$ cat src/rtl/i2c_config_sequencer_if.sv
// Bus bundle between the I2C configuration sequencer, its command ROM,
// the I2C write master and the bring-up control logic.
interface i2c_config_sequencer_if #(
  parameter int ADDR_WIDTH = 8
);
  logic                  configStart;
  logic [ADDR_WIDTH-1:0] romAddr;
  logic [23:0]           romData;
  logic                  i2cStart;
  logic [23:0]           i2cData;
  logic                  i2cDone;
  logic                  i2cAckError;
  logic                  busy;
  logic                  configDone;
  logic                  configError;
  logic [ADDR_WIDTH-1:0] errorIndex;

  modport master (
    input  configStart, romData, i2cDone, i2cAckError,
    output romAddr, i2cStart, i2cData, busy, configDone, configError, errorIndex
  );

  modport slave (
    output configStart, romData, i2cDone, i2cAckError,
    input  romAddr, i2cStart, i2cData, busy, configDone, configError, errorIndex
  );
endinterface

$ cat src/rtl/i2c_config_sequencer.sv
// Walks a ROM table of {slave, reg, data} I2C writes with retries, timeout and gap.
// Optional I2C_CONFIG_HPD_REINIT_EN adds a hotPlug input that restarts the sequence.
module i2c_config_sequencer #(
  parameter int NUM_ENTRIES    = 32,
  parameter int ADDR_WIDTH     = 8,
  parameter int MAX_RETRIES    = 3,
  parameter int GAP_CYCLES     = 100,
  parameter int TIMEOUT_CYCLES = 65535
) (
  input  logic                  clock50M,
  input  logic                  reset,
`ifdef I2C_CONFIG_HPD_REINIT_EN
  input  logic                  hotPlug,
`endif
  i2c_config_sequencer_if.master bus
);

  localparam int IW           = ADDR_WIDTH + 1;
  localparam int TW           = $clog2(TIMEOUT_CYCLES + 1);
  localparam int GW           = $clog2(GAP_CYCLES + 2);
  localparam int RW           = $clog2(MAX_RETRIES + 2);
  localparam int GAP_LAST_INT = (GAP_CYCLES > 0) ? (GAP_CYCLES - 1) : 0;

  localparam logic [IW-1:0] END_INDEX    = IW'(NUM_ENTRIES);
  localparam logic [TW-1:0] TIMEOUT_LAST = TW'(TIMEOUT_CYCLES - 1);
  localparam logic [GW-1:0] GAP_LAST     = GW'(GAP_LAST_INT);
  localparam logic [RW-1:0] RETRY_LIMIT  = RW'(MAX_RETRIES);

  typedef enum logic [2:0] {
    IDLE  = 3'd0,
    FETCH = 3'd1,
    LATCH = 3'd2,
    ISSUE = 3'd3,
    WAIT  = 3'd4,
    GAP   = 3'd5,
    DONE  = 3'd6,
    ERROR = 3'd7
  } seqState_t;

  seqState_t             state;
  logic [IW-1:0]         index;
  logic [RW-1:0]         retryCount;
  logic [TW-1:0]         timeoutCount;
  logic [GW-1:0]         gapCount;
  logic [ADDR_WIDTH-1:0] romAddrReg;
  logic                  i2cStartReg;
  logic [23:0]           i2cDataReg;
  logic                  busyReg;
  logic                  configDoneReg;
  logic                  configErrorReg;
  logic [ADDR_WIDTH-1:0] errorIndexReg;

  logic hpdRise;
  logic startRequest;
  logic restart;

`ifdef I2C_CONFIG_HPD_REINIT_EN
  logic hotPlugMeta;
  logic hotPlugSync;
  logic hotPlugPrev;

  // Two-flop synchroniser for hotPlug plus a history flop for edge detection.
  always_ff @(posedge clock50M) begin
    if (reset) begin
      hotPlugMeta <= 1'b0;
      hotPlugSync <= 1'b0;
      hotPlugPrev <= 1'b0;
    end else begin
      hotPlugMeta <= hotPlug;
      hotPlugSync <= hotPlugMeta;
      hotPlugPrev <= hotPlugSync;
    end
  end

  assign hpdRise = hotPlugSync & ~hotPlugPrev;
`else
  assign hpdRise = 1'b0;
`endif

  // configStart is only honoured when no sequence is in flight.
  assign startRequest = bus.configStart &
                        ((state == IDLE) | (state == DONE) | (state == ERROR));
  assign restart      = hpdRise | startRequest;

  // Sequencer FSM; every output is registered alongside the state.
  always_ff @(posedge clock50M) begin
    if (reset) begin
      state          <= IDLE;
      index          <= '0;
      retryCount     <= '0;
      timeoutCount   <= '0;
      gapCount       <= '0;
      romAddrReg     <= '0;
      i2cStartReg    <= 1'b0;
      i2cDataReg     <= 24'd0;
      busyReg        <= 1'b0;
      configDoneReg  <= 1'b0;
      configErrorReg <= 1'b0;
      errorIndexReg  <= '0;
    end else begin
      i2cStartReg <= 1'b0;
      if (restart) begin
        // A hotPlug edge and a configStart in the same clock collapse into one restart.
        state          <= FETCH;
        index          <= '0;
        romAddrReg     <= '0;
        retryCount     <= '0;
        timeoutCount   <= '0;
        gapCount       <= '0;
        busyReg        <= 1'b1;
        configDoneReg  <= 1'b0;
        configErrorReg <= 1'b0;
      end else begin
        case (state)
          IDLE, DONE, ERROR: begin
            state <= state;
          end
          FETCH: begin
            state <= LATCH;
          end
          LATCH: begin
            i2cDataReg <= bus.romData;
            if (bus.romData[23:16] == 8'hFF) begin
              state         <= DONE;
              busyReg       <= 1'b0;
              configDoneReg <= 1'b1;
            end else begin
              state       <= ISSUE;
              i2cStartReg <= 1'b1;
            end
          end
          ISSUE: begin
            timeoutCount <= '0;
            state        <= WAIT;
          end
          WAIT: begin
            if (bus.i2cDone && !bus.i2cAckError) begin
              index      <= index + IW'(1);
              retryCount <= '0;
              gapCount   <= '0;
              state      <= GAP;
            end else if (bus.i2cDone || (timeoutCount == TIMEOUT_LAST)) begin
              if (retryCount < RETRY_LIMIT) begin
                retryCount <= retryCount + RW'(1);
                gapCount   <= '0;
                state      <= GAP;
              end else begin
                errorIndexReg  <= index[ADDR_WIDTH-1:0];
                busyReg        <= 1'b0;
                configErrorReg <= 1'b1;
                state          <= ERROR;
              end
            end else begin
              timeoutCount <= timeoutCount + TW'(1);
            end
          end
          GAP: begin
            // GAP_CYCLES of 0 or 1 both leave after a single clock.
            if (gapCount >= GAP_LAST) begin
              if (index == END_INDEX) begin
                busyReg       <= 1'b0;
                configDoneReg <= 1'b1;
                state         <= DONE;
              end else begin
                romAddrReg <= index[ADDR_WIDTH-1:0];
                state      <= FETCH;
              end
            end else begin
              gapCount <= gapCount + GW'(1);
            end
          end
          default: begin
            state          <= IDLE;
            busyReg        <= 1'b0;
            configDoneReg  <= 1'b0;
            configErrorReg <= 1'b0;
          end
        endcase
      end
    end
  end

  assign bus.romAddr     = romAddrReg;
  assign bus.i2cStart    = i2cStartReg;
  assign bus.i2cData     = i2cDataReg;
  assign bus.busy        = busyReg;
  assign bus.configDone  = configDoneReg;
  assign bus.configError = configErrorReg;
  assign bus.errorIndex  = errorIndexReg;

endmodule

$ cat src/flat_wrapper.sv
// flat-port wrapper written by rule: the top's interface ports become plain ports
module i2c_config_sequencer_flat 
#(
  parameter int NUM_ENTRIES    = 32,
  parameter int ADDR_WIDTH     = 8,
  parameter int MAX_RETRIES    = 3,
  parameter int GAP_CYCLES     = 100,
  parameter int TIMEOUT_CYCLES = 65535
)
  (clock50M, reset, bus_configStart, bus_romData, bus_i2cDone, bus_i2cAckError, bus_romAddr, bus_i2cStart, bus_i2cData, bus_busy, bus_configDone, bus_configError, bus_errorIndex);
  i2c_config_sequencer_if #(.ADDR_WIDTH(ADDR_WIDTH)) bus_i ();
  input  logic clock50M;
  input  logic reset;
  input wire logic [$bits(bus_i.configStart)-1:0] bus_configStart;
  input wire logic [$bits(bus_i.romData)-1:0] bus_romData;
  input wire logic [$bits(bus_i.i2cDone)-1:0] bus_i2cDone;
  input wire logic [$bits(bus_i.i2cAckError)-1:0] bus_i2cAckError;
  output wire logic [$bits(bus_i.romAddr)-1:0] bus_romAddr;
  output wire logic [$bits(bus_i.i2cStart)-1:0] bus_i2cStart;
  output wire logic [$bits(bus_i.i2cData)-1:0] bus_i2cData;
  output wire logic [$bits(bus_i.busy)-1:0] bus_busy;
  output wire logic [$bits(bus_i.configDone)-1:0] bus_configDone;
  output wire logic [$bits(bus_i.configError)-1:0] bus_configError;
  output wire logic [$bits(bus_i.errorIndex)-1:0] bus_errorIndex;
  assign bus_i.configStart = bus_configStart;
  assign bus_i.romData = bus_romData;
  assign bus_i.i2cDone = bus_i2cDone;
  assign bus_i.i2cAckError = bus_i2cAckError;
  assign bus_romAddr = bus_i.romAddr;
  assign bus_i2cStart = bus_i.i2cStart;
  assign bus_i2cData = bus_i.i2cData;
  assign bus_busy = bus_i.busy;
  assign bus_configDone = bus_i.configDone;
  assign bus_configError = bus_i.configError;
  assign bus_errorIndex = bus_i.errorIndex;
  i2c_config_sequencer #(.NUM_ENTRIES(NUM_ENTRIES), .ADDR_WIDTH(ADDR_WIDTH), .MAX_RETRIES(MAX_RETRIES), .GAP_CYCLES(GAP_CYCLES), .TIMEOUT_CYCLES(TIMEOUT_CYCLES)) u_core (.clock50M(clock50M), .reset(reset), .bus(bus_i));
endmodule
$ cat config.mk
export PLATFORM = sky130hd
export DESIGN_NAME = i2c_config_sequencer_flat
export DESIGN_NICKNAME = d
export VERILOG_FILES = /design/src/rtl/i2c_config_sequencer_if.sv /design/src/rtl/i2c_config_sequencer.sv /design/src/flat_wrapper.sv
export SDC_FILE = /design/constraint.sdc
export NUM_CORES = 1
export LEC_CHECK = 0
export ABC_CLOCK_PERIOD_IN_PS = 2380
export CORE_MARGIN = 2
export CORE_UTILIZATION = 53
export CTS_BUF_LIST = sky130_fd_sc_hd__clkbuf_8
export DETAILED_ROUTE_END_ITERATION = 8
export GPL_ROUTABILITY_DRIVEN = 0
export PLACE_DENSITY = 0.82
export SLEW_MARGIN = 5
export SYNTH_ARGS = -nofsm -noshare
export SYNTH_HDL_FRONTEND = slang
export SYNTH_SLANG_ARGS = --single-unit
$ cat constraint.sdc
create_clock -name clock50M -period 2.38 [get_ports clock50M]
set_clock_uncertainty 0.15 [all_clocks]
set_input_delay 0.476 -clock clock50M [delete_from_list [all_inputs] [get_ports clock50M]]
set_output_delay 0.476 -clock clock50M [all_outputs]
set_load 0.01 [all_outputs]
==> results of run 1 <==
[metal layers]
| layer | vias up | track usage, % | routed length, um | share of wire (%) |
|---|---|---|---|---|
| li1 | 1752 | - | - | - |
| met1 | 1724 | 32.9 | 4060 | 43 |
| met2 | 106 | 41.8 | 4610 | 49 |
| met3 | 23 | 5.21 | 550 | 5.8 |
| met4 | 0 | 9.79 | 179 | 1.9 |
| met5 | - | 0 | 0 | 0 |
[sequential cells by signal, indices dropped and copies added (netlist names)]
register	count
u_core.state	3
u_core.timeoutCount	16
u_core.gapCount	7
u_core.bus.i2cData	24
u_core.bus.configError	1
u_core.bus.errorIndex	8
u_core.bus.configDone	1
u_core.retryCount	3
u_core.bus.busy	1
u_core.index	9
u_core.bus.i2cStart	1
u_core.bus.romAddr	8
[cell usage in the layout (no fill, tap or decap), drive strengths merged, types with 9 or more instances in the layout]
cell type	Yosys	final
o21ai	14	14
dfxtp	82	82
buf	8	30
a21oi	61	61
inv	11	16
clkdlybuf4s50	0	72
clkbuf	20	9
nand3	24	24
nand2	81	81
nor2	30	30
nand4	11	11
[synthesized netlist by cell type (7+ instances only)]
cell                       instances  area [um^2]
sky130_fd_sc_hd__xor2_1            7         61.3
sky130_fd_sc_hd__xnor2_1           7         61.3
sky130_fd_sc_hd__nand2_1          81          304
sky130_fd_sc_hd__a21oi_1          61          305
sky130_fd_sc_hd__dfxtp_1          82         1640
sky130_fd_sc_hd__nor2_1           30          113
sky130_fd_sc_hd__inv_1            11         41.3
sky130_fd_sc_hd__nand3_1          24          120
sky130_fd_sc_hd__nand4_1           9         56.3
sky130_fd_sc_hd__buf_2             8         40.0
sky130_fd_sc_hd__clkbuf_1         20         75.1
sky130_fd_sc_hd__o21ai_0           8         40.0
[worst max path at each step]
stage / to / slack (ps)
2_1_floorplan: u_core.gapCount[4] / 320
5_1_grt: u_core.gapCount[2] / 70
3_3_place_gp: u_core.bus.errorIndex[0] / -50
6_report: u_core.timeoutCount[15] / 190
3_5_place_dp: u_core.bus.errorIndex[2] / -220
4_1_cts: u_core.bus.errorIndex[2] / 120
[stage by stage]
step           cells  setup TNS (ps)
4_1_cts          617               0
3_5_place_dp     601           -2210
3_3_place_gp     601            -394
6_report         617               0
5_1_grt          617               0
2_1_floorplan    447               0
[worst min-delay path, stage by stage (launching register included)]
cell	delay (ps)
sky130_fd_sc_hd__dfxtp_1	320
sky130_fd_sc_hd__nand2_1	50
sky130_fd_sc_hd__a21oi_1	50
[logic make-up after synthesis]
logic type / count (synthesis) / share of synthesized area, %
buf+inv: 39 / 4.25
simple gates: 190 / 26.6
fa+ha+maj: 6 / 2.04
mux: 1 / 0.272
compound gates: 115 / 18.9
flops: 82 / 44.6
xor+xnor: 14 / 3.33
[power by group]
| part | switching (mW) | internal, mW | leakage [nW] | total (mW) |
|---|---|---|---|---|
| clock | 0.569 | 0.395 | 0.0914 | 0.964 |
| sequential | 0.0266 | 1.40 | 0.662 | 1.43 |
| combinational | 0.151 | 0.157 | 0.918 | 0.308 |
| total | 0.746 | 1.96 | 1.67 | 2.70 |
[cell type report]
class                      count  area, um^2
inverter                      11        41.3
sequential                    82        1640
tap                           80         100
clock buffer                   9         124
fill                         540        1930
multi-input combinational    326        1890
clock inverter                 7        56.3
timing repair buffer         102         971
[what timing repair did]
item / in CTS / in global routing
setup endpoints to repair: 0 / 3
hold endpoints to repair: 0 / 0
resized for setup: 0 / 1
==> impl_metrics.prom, run 1 <==
# TYPE chip_impl_metric gauge
chip_impl_metric{name="layout_setup_ws",unit="ps"} 191
chip_impl_metric{name="drt_iter0_drcs",unit=""} 266
chip_impl_metric{name="detail_route.wirelength",unit="um"} 9400
chip_impl_metric{name="grtUsageTotal",unit="%"} 25.5
chip_impl_info{name="critical_path.startpoint_type",value="register"} 1
chip_impl_metric{name="timing.max_cap.violations",unit=""} 0
chip_impl_metric{name="pre_cts_ws",unit="ps"} -217
chip_impl_metric{name="initial_utilization",unit="%"} 54.5
chip_impl_metric{name="share_of_async_settable_or_async_resettable_flops_after_synthesis",unit="%"} 0
chip_impl_metric{name="area_of_the_mapped_netlist",unit="um^2"} 3680
chip_impl_metric{name="floorplan.core_area",unit="um^2"} 6760
chip_impl_metric{name="worst-endpoint-arrival",unit="ps"} 2320
chip_impl_metric{name="power-per-cell-area",unit="nW/um^2"} 560
chip_impl_info{name="critPathKind",value="reg2reg"} 1
chip_impl_metric{name="timing.critical_path.depth",unit=""} 6
chip_impl_metric{name="drt_drc_violations_left",unit=""} 0
chip_impl_metric{name="slowest_delay",unit="ps"} 440
chip_impl_metric{name="relative_max_transition_margin",unit="%"} 66.4
chip_impl_metric{name="worstRegToRegCells",unit=""} 6
chip_impl_metric{name="dpl-instance-area",unit="um^2"} 4640
chip_impl_metric{name="avgSynthCellArea",unit="um^2"} 8.24
chip_impl_metric{name="timing.reg2reg.setup_slack",unit="ps"} 190
chip_impl_info{name="timing.critical_path.from",value="u_core.timeoutCount[2]"} 1
chip_impl_info{name="rsz0062_at_grt",value="false"} 1
chip_impl_metric{name="floorplan.die_area",unit="um^2"} 7630
chip_impl_info{name="min_to",value="u_core.bus.i2cData[22]"} 1
chip_impl_metric{name="clock_latency",unit="ps"} 380
chip_impl_metric{name="worst_pin_slew",unit="ps"} 503
chip_impl_info{name="cts.root.buffer_cell",value="sky130_fd_sc_hd__clkbuf_8"} 1
chip_impl_metric{name="grt.overflow.total",unit=""} 0
chip_impl_metric{name="cts-buffers-inserted",unit=""} 9
chip_impl_metric{name="yosysUniqueCellTypes",unit=""} 58
chip_impl_metric{name="final_util",unit="%"} 71.4
chip_impl_metric{name="top_level_ports",unit=""} 73
chip_impl_metric{name="post_drt_via_cell_ratio",unit=""} 5.84
chip_impl_info{name="critical_path.reg2reg.startpoint",value="u_core.timeoutCount[2]"} 1
chip_impl_metric{name="cts.sinks",unit=""} 82
chip_impl_metric{name="whs_path_depth",unit=""} 2
chip_impl_metric{name="post-layout-total-power",unit="mW"} 2.70
chip_impl_metric{name="power_leakage",unit="nW"} 1.67
chip_impl_info{name="tritoncts",value="built"} 1
chip_impl_metric{name="setup_viol_count_final",unit=""} 0
chip_impl_metric{name="ys.warnings.count",unit=""} 0
chip_impl_metric{name="vias",unit=""} 3605
chip_impl_metric{name="post_route_cells_drive_above_1_share",unit="%"} 10.4
chip_impl_metric{name="cts_hold_repair.buffers",unit=""} 0
chip_impl_metric{name="synth_sequential_area_ratio",unit="%"} 44.6
chip_impl_metric{name="post-route-cell-area",unit="um^2"} 4820
chip_impl_metric{name="vdd_ir_drop_max",unit="mV"} 0.312
chip_impl_metric{name="dieWidth",unit="um"} 87.4
chip_impl_info{name="cp_common_cell",value="sky130_fd_sc_hd__and4_1"} 1
chip_impl_metric{name="cts_setup_buffers",unit=""} 0
chip_impl_metric{name="postSynthRegisterBits",unit=""} 82
chip_impl_metric{name="maxClockFrequency",unit="GHz"} 0.457
chip_impl_info{name="synth_flop_cell",value="sky130_fd_sc_hd__dfxtp_1"} 1
chip_impl_info{name="hold_path.startpoint",value="u_core.bus.i2cData[22]"} 1
chip_impl_metric{name="row_count",unit=""} 30
chip_impl_metric{name="hold_viol",unit=""} 0
chip_impl_metric{name="cp_max_fo",unit=""} 9
chip_impl_metric{name="grt_start_max_net_pins",unit=""} 35
chip_impl_metric{name="slew_viol_final",unit=""} 0
chip_impl_metric{name="place.detailed.hpwl",unit="um"} 6720
chip_impl_metric{name="grt_pass1_wl",unit="um"} 15600
chip_impl_metric{name="diodes",unit=""} 0
chip_impl_metric{name="syn_to_final_growth",unit="%"} 31.0
chip_impl_metric{name="min_period",unit="ps"} 2190
chip_impl_info{name="cpMaxStageDelayCell",value="sky130_fd_sc_hd__and4_1"} 1
chip_impl_metric{name="dieHeight",unit="um"} 87.4
chip_impl_metric{name="layout.nets",unit=""} 567
chip_impl_metric{name="cp_num_buf_inv",unit=""} 1
chip_impl_info{name="critical-path-top-delay-family",value="simple AND/OR/NAND/NOR gates"} 1
chip_impl_metric{name="antenna_violations_before_repair",unit=""} 0
chip_impl_metric{name="grt_pass1_vias",unit=""} 3364
chip_impl_info{name="timing.hold.worst.class",value="reg2reg"} 1
chip_impl_metric{name="clk_transition_reported_paths",unit="ps"} 90
chip_impl_info{name="status",value="completed"} 1
chip_impl_metric{name="worst_ep_required_time",unit="ps"} 2510
chip_impl_metric{name="detail-route-antenna-nets",unit=""} 0
chip_impl_metric{name="drt_first_pass_iters",unit=""} 5
chip_impl_metric{name="cts-root-to-sink-buffers",unit=""} 2
chip_impl_info{name="endpoint_kind_of_the_worst_setup_timing_path",value="register"} 1
chip_impl_metric{name="number_of_nets_produced_by_synthesis",unit=""} 482
chip_impl_metric{name="cts-htree-levels",unit=""} 3
chip_impl_info{name="critical_path.reg2reg.endpoint",value="u_core.timeoutCount[15]"} 1
chip_impl_metric{name="synth_enable_flop_cells",unit=""} 0
chip_impl_metric{name="routedWlPerCell",unit="um"} 15.2
chip_impl_metric{name="synth_cells",unit=""} 447
chip_impl_info{name="timing.critical_path.cells",value="and4_1 -> buf_4 -> and4_1 -> nand4_1 -> o211a_1 -> o21a_1"} 1
chip_impl_metric{name="finalHoldWorstSlack",unit="ps"} 306
chip_impl_metric{name="place.port_buffers",unit=""} 72
chip_impl_metric{name="timing.final.crit_share",unit="%"} 92.0
Note: power is estimated with default switching activity, not from simulation.
==> run 2: changes to the inputs <==
--- a/config.mk
+++ b/config.mk
@@ -11,6 +11,7 @@
 export CTS_BUF_LIST = sky130_fd_sc_hd__clkbuf_8
 export DETAILED_ROUTE_END_ITERATION = 8
 export GPL_ROUTABILITY_DRIVEN = 0
+export MAX_ROUTING_LAYER = met4
 export PLACE_DENSITY = 0.82
 export SLEW_MARGIN = 5
 export SYNTH_ARGS = -nofsm -noshare
==> run 2 against run 1 <==
  * Count of clock-buffer cells in the layout unchanged
  * Global-route usage up 0.68 points
  * Via count rose by 0.31%
  * Worst setup slack better by 19 ps
  * Critical path depth stayed put
  * Sequential share of layout area is the same
  * Sequential cell count stayed put
  * Non-clock buffer count unchanged
  * Die area is the same
  * Maximum frequency increased by 0.89%
  * Clock power is 0.7% lower
  * Critical path type unchanged
  * Highest routed layer unchanged
==> impl_metrics.prom, run 2 (synthesis gave the netlist of run 1 again) <==
# TYPE chip_impl_metric gauge
chip_impl_metric{name="timing.final.crit_share",unit="%"} 91.2
chip_impl_metric{name="floorplan.die_area",unit="um^2"} 7630
chip_impl_metric{name="vdd_ir_drop_max",unit="mV"} 0.311
chip_impl_metric{name="top_level_ports",unit=""} 73
chip_impl_metric{name="dieWidth",unit="um"} 87.4
chip_impl_metric{name="worst_pin_slew",unit="ps"} 524
chip_impl_metric{name="slew_viol_final",unit=""} 0
chip_impl_metric{name="pre_cts_ws",unit="ps"} -217
chip_impl_metric{name="row_count",unit=""} 30
chip_impl_metric{name="layout.nets",unit=""} 567
chip_impl_metric{name="layout_setup_ws",unit="ps"} 211
chip_impl_info{name="commonest_cells_after_routing_fill_and_taps_aside",value="82 x sky130_fd_sc_hd__dfxtp_1, 81 x sky130_fd_sc_hd__nand2_1, 72 x sky130_fd_sc_hd__clkdlybuf4s50_1"} 1
chip_impl_metric{name="power_leakage",unit="nW"} 1.67
chip_impl_metric{name="cts.sinks",unit=""} 82
chip_impl_metric{name="grt_start_max_net_pins",unit=""} 35
chip_impl_metric{name="detail_route.wirelength",unit="um"} 9320
chip_impl_metric{name="hold_viol",unit=""} 0
chip_impl_metric{name="clock_latency",unit="ps"} 380
chip_impl_info{name="critical_path.startpoint_type",value="register"} 1
chip_impl_metric{name="cts-htree-levels",unit=""} 3
chip_impl_metric{name="drt_iter0_drcs",unit=""} 218
chip_impl_metric{name="detail-route-antenna-nets",unit=""} 0
chip_impl_metric{name="routedWlPerCell",unit="um"} 15.1
chip_impl_metric{name="placedCellCount",unit=""} 601
chip_impl_info{name="final_common_cell",value="sky130_fd_sc_hd__dfxtp_1"} 1
chip_impl_metric{name="cp_max_fo",unit=""} 14
chip_impl_metric{name="timing.max_cap.violations",unit=""} 0
chip_impl_metric{name="place.detailed.hpwl",unit="um"} 6720
chip_impl_info{name="cts.root.buffer_cell",value="sky130_fd_sc_hd__clkbuf_8"} 1
chip_impl_metric{name="relative_max_transition_margin",unit="%"} 65.0
chip_impl_metric{name="dieHeight",unit="um"} 87.4
chip_impl_metric{name="grtUsageTotal",unit="%"} 26.2
chip_impl_metric{name="drt_first_pass_iters",unit=""} 7
chip_impl_metric{name="power-per-cell-area",unit="nW/um^2"} 559
chip_impl_info{name="rsz0062_at_grt",value="false"} 1
chip_impl_metric{name="initial_utilization",unit="%"} 54.5
chip_impl_metric{name="place.port_buffers",unit=""} 72
chip_impl_metric{name="cts-root-to-sink-buffers",unit=""} 2
chip_impl_metric{name="grt_pass1_vias",unit=""} 3354
chip_impl_metric{name="worst_ep_required_time",unit="ps"} 2530
chip_impl_info{name="critPathKind",value="reg2reg"} 1
chip_impl_metric{name="grt.overflow.total",unit=""} 0
chip_impl_info{name="timing.hold.worst.class",value="reg2reg"} 1
chip_impl_metric{name="drt_drc_violations_left",unit=""} 0
chip_impl_metric{name="cts_setup_buffers",unit=""} 0
chip_impl_metric{name="grt_pass1_wl",unit="um"} 15500
chip_impl_metric{name="post_drt_via_cell_ratio",unit=""} 5.86
chip_impl_metric{name="clk_transition_reported_paths",unit="ps"} 90
chip_impl_info{name="endpoint_kind_of_the_worst_setup_timing_path",value="register"} 1
chip_impl_metric{name="post_layout_nonfiller_instances",unit=""} 617
chip_impl_metric{name="post_route_cells_drive_above_1_share",unit="%"} 10.4
chip_impl_info{name="tritoncts",value="built"} 1
chip_impl_metric{name="largest_register_ffs",unit=""} 24
chip_impl_metric{name="worst-endpoint-arrival",unit="ps"} 2320
chip_impl_metric{name="diodes",unit=""} 0
chip_impl_metric{name="setup_viol_count_final",unit=""} 0
chip_impl_metric{name="antenna_violations_before_repair",unit=""} 0
chip_impl_metric{name="cts-buffers-inserted",unit=""} 9
chip_impl_metric{name="maxClockFrequency",unit="GHz"} 0.461
chip_impl_metric{name="vias",unit=""} 3616
chip_impl_info{name="status",value="completed"} 1
chip_impl_metric{name="floorplan.core_area",unit="um^2"} 6760
chip_impl_metric{name="min_period",unit="ps"} 2170
chip_impl_metric{name="syn_to_final_growth",unit="%"} 31.0
run 2: what timing repair did:
action                                  4_1_cts  5_1_grt
gates resized for setup                       0        1
endpoints found under the setup margin        0        3
hold buffers                                  0        0
run 2: through the flow:
| step | area (um^2) | hold slack, ps | util [%] | total power, mW | setup TNS (ps) |
|---|---|---|---|---|---|
| floorplan | 3680 | 287 | - | 1.59 | 0 |
| global placement | 4640 | 287 | 68.6 | 1.76 | -394 |
| detailed placement | 4640 | 296 | 68.6 | 1.77 | -2210 |
| CTS | 4820 | 309 | 71.3 | 2.70 | 0 |
| global route | 4820 | 331 | 71.4 | 2.79 | 0 |
| finish | 4820 | 307 | 71.4 | 2.69 | 0 |
run 2: routing by layer:
layer | GRT usage [%] | vias up | routed length, um
met4 | 8.53 | 0 | 145
met5 | - | - | 0
met1 | 32.8 | 1732 | 4020
li1 | - | 1757 | -
met3 | 5.69 | 16 | 495
met2 | 42.0 | 111 | 4660
run 2: final timing paths:
path | from | endpoint | slack, ps | cells past startpoint
max | u_core.timeoutCount[0] | u_core.gapCount[4] | 210 | 6
max reg2reg | u_core.timeoutCount[0] | u_core.gapCount[4] | 210 | 6
min | u_core.bus.i2cData[22] | u_core.bus.i2cData[22] | 310 | 2
min reg2reg | u_core.bus.i2cData[22] | u_core.bus.i2cData[22] | 310 | 2
run 2: where the power goes:
part           switching [mW]  internal (mW)  leakage, nW
Sequential             0.0266           1.40        0.662
Combinational           0.149          0.157        0.918
Clock                   0.562          0.395       0.0914
run 2: layout make-up:
class                           count  area (um^2)
Clock buffer                        9          124
Clock inverter                      7         56.3
Fill cell                         540         1930
Inverter                           11         41.3
Multi-Input combinational cell    326         1890
Sequential cell                    82         1640
Tap cell                           80          100
Timing Repair Buffer              102          971
run 2: critical path, stage by stage (launching register included):
cell and delay (ps):
sky130_fd_sc_hd__dfxtp_1 370, sky130_fd_sc_hd__inv_1 100, sky130_fd_sc_hd__ha_1 190, sky130_fd_sc_hd__nand4_1 200, sky130_fd_sc_hd__o21a_1 390, sky130_fd_sc_hd__or4_1 550, sky130_fd_sc_hd__a21oi_1 160
==> run 3: changes to the inputs <==
--- a/config.mk
+++ b/config.mk
@@ -6,7 +6,7 @@
 export NUM_CORES = 1
 export LEC_CHECK = 0
 export ABC_CLOCK_PERIOD_IN_PS = 2380
-export CORE_MARGIN = 2
+export CORE_MARGIN = 5
 export CORE_UTILIZATION = 53
 export CTS_BUF_LIST = sky130_fd_sc_hd__clkbuf_8
 export DETAILED_ROUTE_END_ITERATION = 8
==> run 3 against run 2 <==
  * Register-to-register slack about the same
  * Clock power is 2.3% lower
  * Non-clock buffer count stayed put
  * Utilization hardly changed
  * Count of clock-buffer cells in the layout up 1
  * Critical endpoint is now u_core.gapCount[2]
  * Highest routed layer unchanged
==> impl_metrics.prom, run 3 (synthesis gave the netlist of run 1 again) <==
# TYPE chip_impl_metric gauge
chip_impl_metric{name="worst_pin_slew",unit="ps"} 648
chip_impl_metric{name="detail-route-antenna-nets",unit=""} 0
chip_impl_metric{name="grt_start_max_net_pins",unit=""} 27
chip_impl_metric{name="detail_route.wirelength",unit="um"} 9110
chip_impl_metric{name="worst_ep_required_time",unit="ps"} 2460
chip_impl_metric{name="detail_route.wirelength.met1",unit="um"} 3980
chip_impl_metric{name="cts_setup_buffers",unit=""} 0
chip_impl_info{name="timing.hold.worst.class",value="reg2reg"} 1
chip_impl_metric{name="worst-endpoint-arrival",unit="ps"} 2250
chip_impl_metric{name="detailroute.wirelength.met3",unit="um"} 500
chip_impl_info{name="tritoncts",value="built"} 1
chip_impl_metric{name="routedWlPerCell",unit="um"} 14.4
chip_impl_metric{name="timing.max_cap.violations",unit=""} 0
chip_impl_metric{name="worstRegToRegCells",unit=""} 5
chip_impl_metric{name="timing.reg2reg.setup_slack",unit="ps"} 200
chip_impl_metric{name="setup_viol_count_final",unit=""} 0
chip_impl_metric{name="post_drt_via_cell_ratio",unit=""} 5.54
chip_impl_metric{name="cts-htree-levels",unit=""} 3
chip_impl_metric{name="grt_pass1_vias",unit=""} 3236
chip_impl_metric{name="hold_viol",unit=""} 0
chip_impl_metric{name="dieWidth",unit="um"} 93.4
chip_impl_metric{name="syn_to_final_growth",unit="%"} 31.6
chip_impl_info{name="final_common_cell",value="sky130_fd_sc_hd__dfxtp_1"} 1
chip_impl_metric{name="finalHoldWorstSlack",unit="ps"} 308
chip_impl_metric{name="pre_cts_ws",unit="ps"} -83.7
chip_impl_info{name="rsz0062_at_grt",value="false"} 1
chip_impl_metric{name="vdd_ir_drop_max",unit="mV"} 0.327
chip_impl_info{name="capture_point_of_the_critical_path",value="u_core.gapCount[2]"} 1
chip_impl_metric{name="floorplan.core_area",unit="um^2"} 6790
chip_impl_metric{name="diodes",unit=""} 0
chip_impl_info{name="critical_path.reg2reg.endpoint",value="u_core.gapCount[2]"} 1
chip_impl_metric{name="top_level_ports",unit=""} 73
chip_impl_metric{name="clk_transition_reported_paths",unit="ps"} 80
chip_impl_info{name="endpoint_kind_of_the_worst_setup_timing_path",value="register"} 1
chip_impl_metric{name="cp_max_fo",unit=""} 20
chip_impl_metric{name="met2_length",unit="um"} 4480
chip_impl_info{name="critical_path.reg2reg.startpoint",value="u_core.state[0]"} 1
chip_impl_metric{name="layout.nets",unit=""} 567
chip_impl_info{name="status",value="completed"} 1
chip_impl_metric{name="floorplan.die_area",unit="um^2"} 8710
chip_impl_metric{name="drt_drc_violations_left",unit=""} 0
chip_impl_metric{name="grt.overflow.total",unit=""} 0
chip_impl_metric{name="final_util",unit="%"} 71.3
chip_impl_metric{name="initial_utilization",unit="%"} 54.2
chip_impl_metric{name="power.switching",unit="mW"} 0.691
chip_impl_info{name="critPathKind",value="reg2reg"} 1
chip_impl_metric{name="clock_latency",unit="ps"} 350
chip_impl_metric{name="relative_max_transition_margin",unit="%"} 56.5
chip_impl_metric{name="internal_power",unit="mW"} 1.98
chip_impl_metric{name="multiInputGateArea",unit="um^2"} 1880
chip_impl_metric{name="place.detailed.hpwl",unit="um"} 6790
chip_impl_metric{name="post_cts_resized",unit=""} 0
chip_impl_metric{name="antenna_violations_before_repair",unit=""} 0
chip_impl_metric{name="layout_setup_ws",unit="ps"} 202
chip_impl_info{name="timing.critical_path.from",value="u_core.state[0]"} 1
chip_impl_metric{name="power_leakage",unit="nW"} 1.67
chip_impl_metric{name="p_clk_share",unit="%"} 35.0
chip_impl_info{name="cts.root.buffer_cell",value="sky130_fd_sc_hd__clkbuf_8"} 1
chip_impl_metric{name="slew_viol_final",unit=""} 0
chip_impl_metric{name="maxClockFrequency",unit="GHz"} 0.459
chip_impl_metric{name="cts.sinks",unit=""} 82
chip_impl_metric{name="place.port_buffers",unit=""} 72
chip_impl_info{name="commonest_cells_after_routing_fill_and_taps_aside",value="82 x sky130_fd_sc_hd__dfxtp_1, 81 x sky130_fd_sc_hd__nand2_1, 72 x sky130_fd_sc_hd__clkdlybuf4s50_1"} 1
chip_impl_metric{name="switching_fraction_of_total_power",unit="%"} 25.9
chip_impl_metric{name="vias",unit=""} 3505
chip_impl_metric{name="post_route_cells_drive_above_1_share",unit="%"} 10.2
chip_impl_metric{name="grt_pass1_wl",unit="um"} 14900
chip_impl_metric{name="cts-root-to-sink-buffers",unit=""} 2
chip_impl_metric{name="power-per-cell-area",unit="nW/um^2"} 551
chip_impl_metric{name="dieHeight",unit="um"} 93.4
chip_impl_metric{name="power_frac_seq",unit="%"} 53.7
chip_impl_info{name="critical_path.startpoint_type",value="register"} 1
chip_impl_metric{name="ff_latch_area",unit="um^2"} 1640
chip_impl_metric{name="grtUsageTotal",unit="%"} 21.8
chip_impl_metric{name="largest_register_ffs",unit=""} 24
chip_impl_metric{name="drt_iter0_drcs",unit=""} 184
chip_impl_metric{name="post_layout_nonfiller_instances",unit=""} 633
chip_impl_metric{name="post-layout-total-power",unit="mW"} 2.67
chip_impl_metric{name="placedCellCount",unit=""} 617
chip_impl_metric{name="min_period",unit="ps"} 2180
chip_impl_metric{name="power.combinational.fraction",unit="%"} 11.2
chip_impl_metric{name="filler_cell_count",unit=""} 522
chip_impl_metric{name="cts-buffers-inserted",unit=""} 9
chip_impl_info{name="top_layer_used",value="met4"} 1
chip_impl_metric{name="timing.final.crit_share",unit="%"} 91.5
chip_impl_metric{name="drt_first_pass_iters",unit=""} 4
chip_impl_metric{name="row_count",unit=""} 30
chip_impl_metric{name="cts_hold_repair.buffers",unit=""} 0
## run 3: cell types whose count changed in the layout (fill, tap and decap cells not counted), sizes merged
cell | previous run | this run
clkinvlp | 1 | 2
inv | 16 | 13
clkbuf | 9 | 10
clkinv | 1 | 2
## run 3: power groups by stage
stage          clock network, mW  logic [mW]  registers (mW)
4_1_cts                    0.956       0.302            1.43
5_1_grt                     1.03       0.326            1.44
6_report                   0.935       0.300            1.43
3_3_place_gp                   0       0.297            1.46
2_1_floorplan                  0       0.127            1.47
3_5_place_dp                   0       0.300            1.47
## run 3: stage by stage
stage               instance area (um^2)  TNS (ps)
global placement                    4660      -169
CTS                                 4850         0
floorplan                           3680         0
global route                        4850         0
finish                              4850         0
detailed placement                  4660      -868
## run 3: how the worst min path moves through the flow
stage	to	cells after the start	start
after floorplan	u_core.gapCount[6]	2	u_core.gapCount[6]
after global placement	u_core.bus.i2cData[8]	2	u_core.bus.i2cData[8]
after detailed placement	u_core.bus.romAddr[0]	2	u_core.bus.romAddr[0]
after CTS	u_core.bus.romAddr[0]	2	u_core.bus.romAddr[0]
after global routing	u_core.bus.romAddr[0]	2	u_core.bus.romAddr[0]
final	u_core.bus.romAddr[0]	2	u_core.bus.romAddr[0]
## run 3: metal layers
metal / global-route usage, % / up-vias
met1: 26.0 / 1637
met4: 8.42 / 0
met2: 35.7 / 96
met5: - / -
met3: 5.07 / 15
li1: - / 1757
## run 3: final cells by class
class	instances	share of cell area, %
multi-input cells	326	38.9
clock inverters	6	1.03
well taps	96	2.48
flip-flops and latches	82	33.9
clock buffers	10	2.84
inverters	11	0.852
repair buffers	102	20.0
## run 3: critical path, stage by stage (launching register included)
cell,delay (ps)
sky130_fd_sc_hd__dfxtp_1,520
sky130_fd_sc_hd__or3b_4,520
sky130_fd_sc_hd__o31a_1,340
sky130_fd_sc_hd__o21ai_1,290
sky130_fd_sc_hd__buf_4,200
sky130_fd_sc_hd__a21oi_1,40
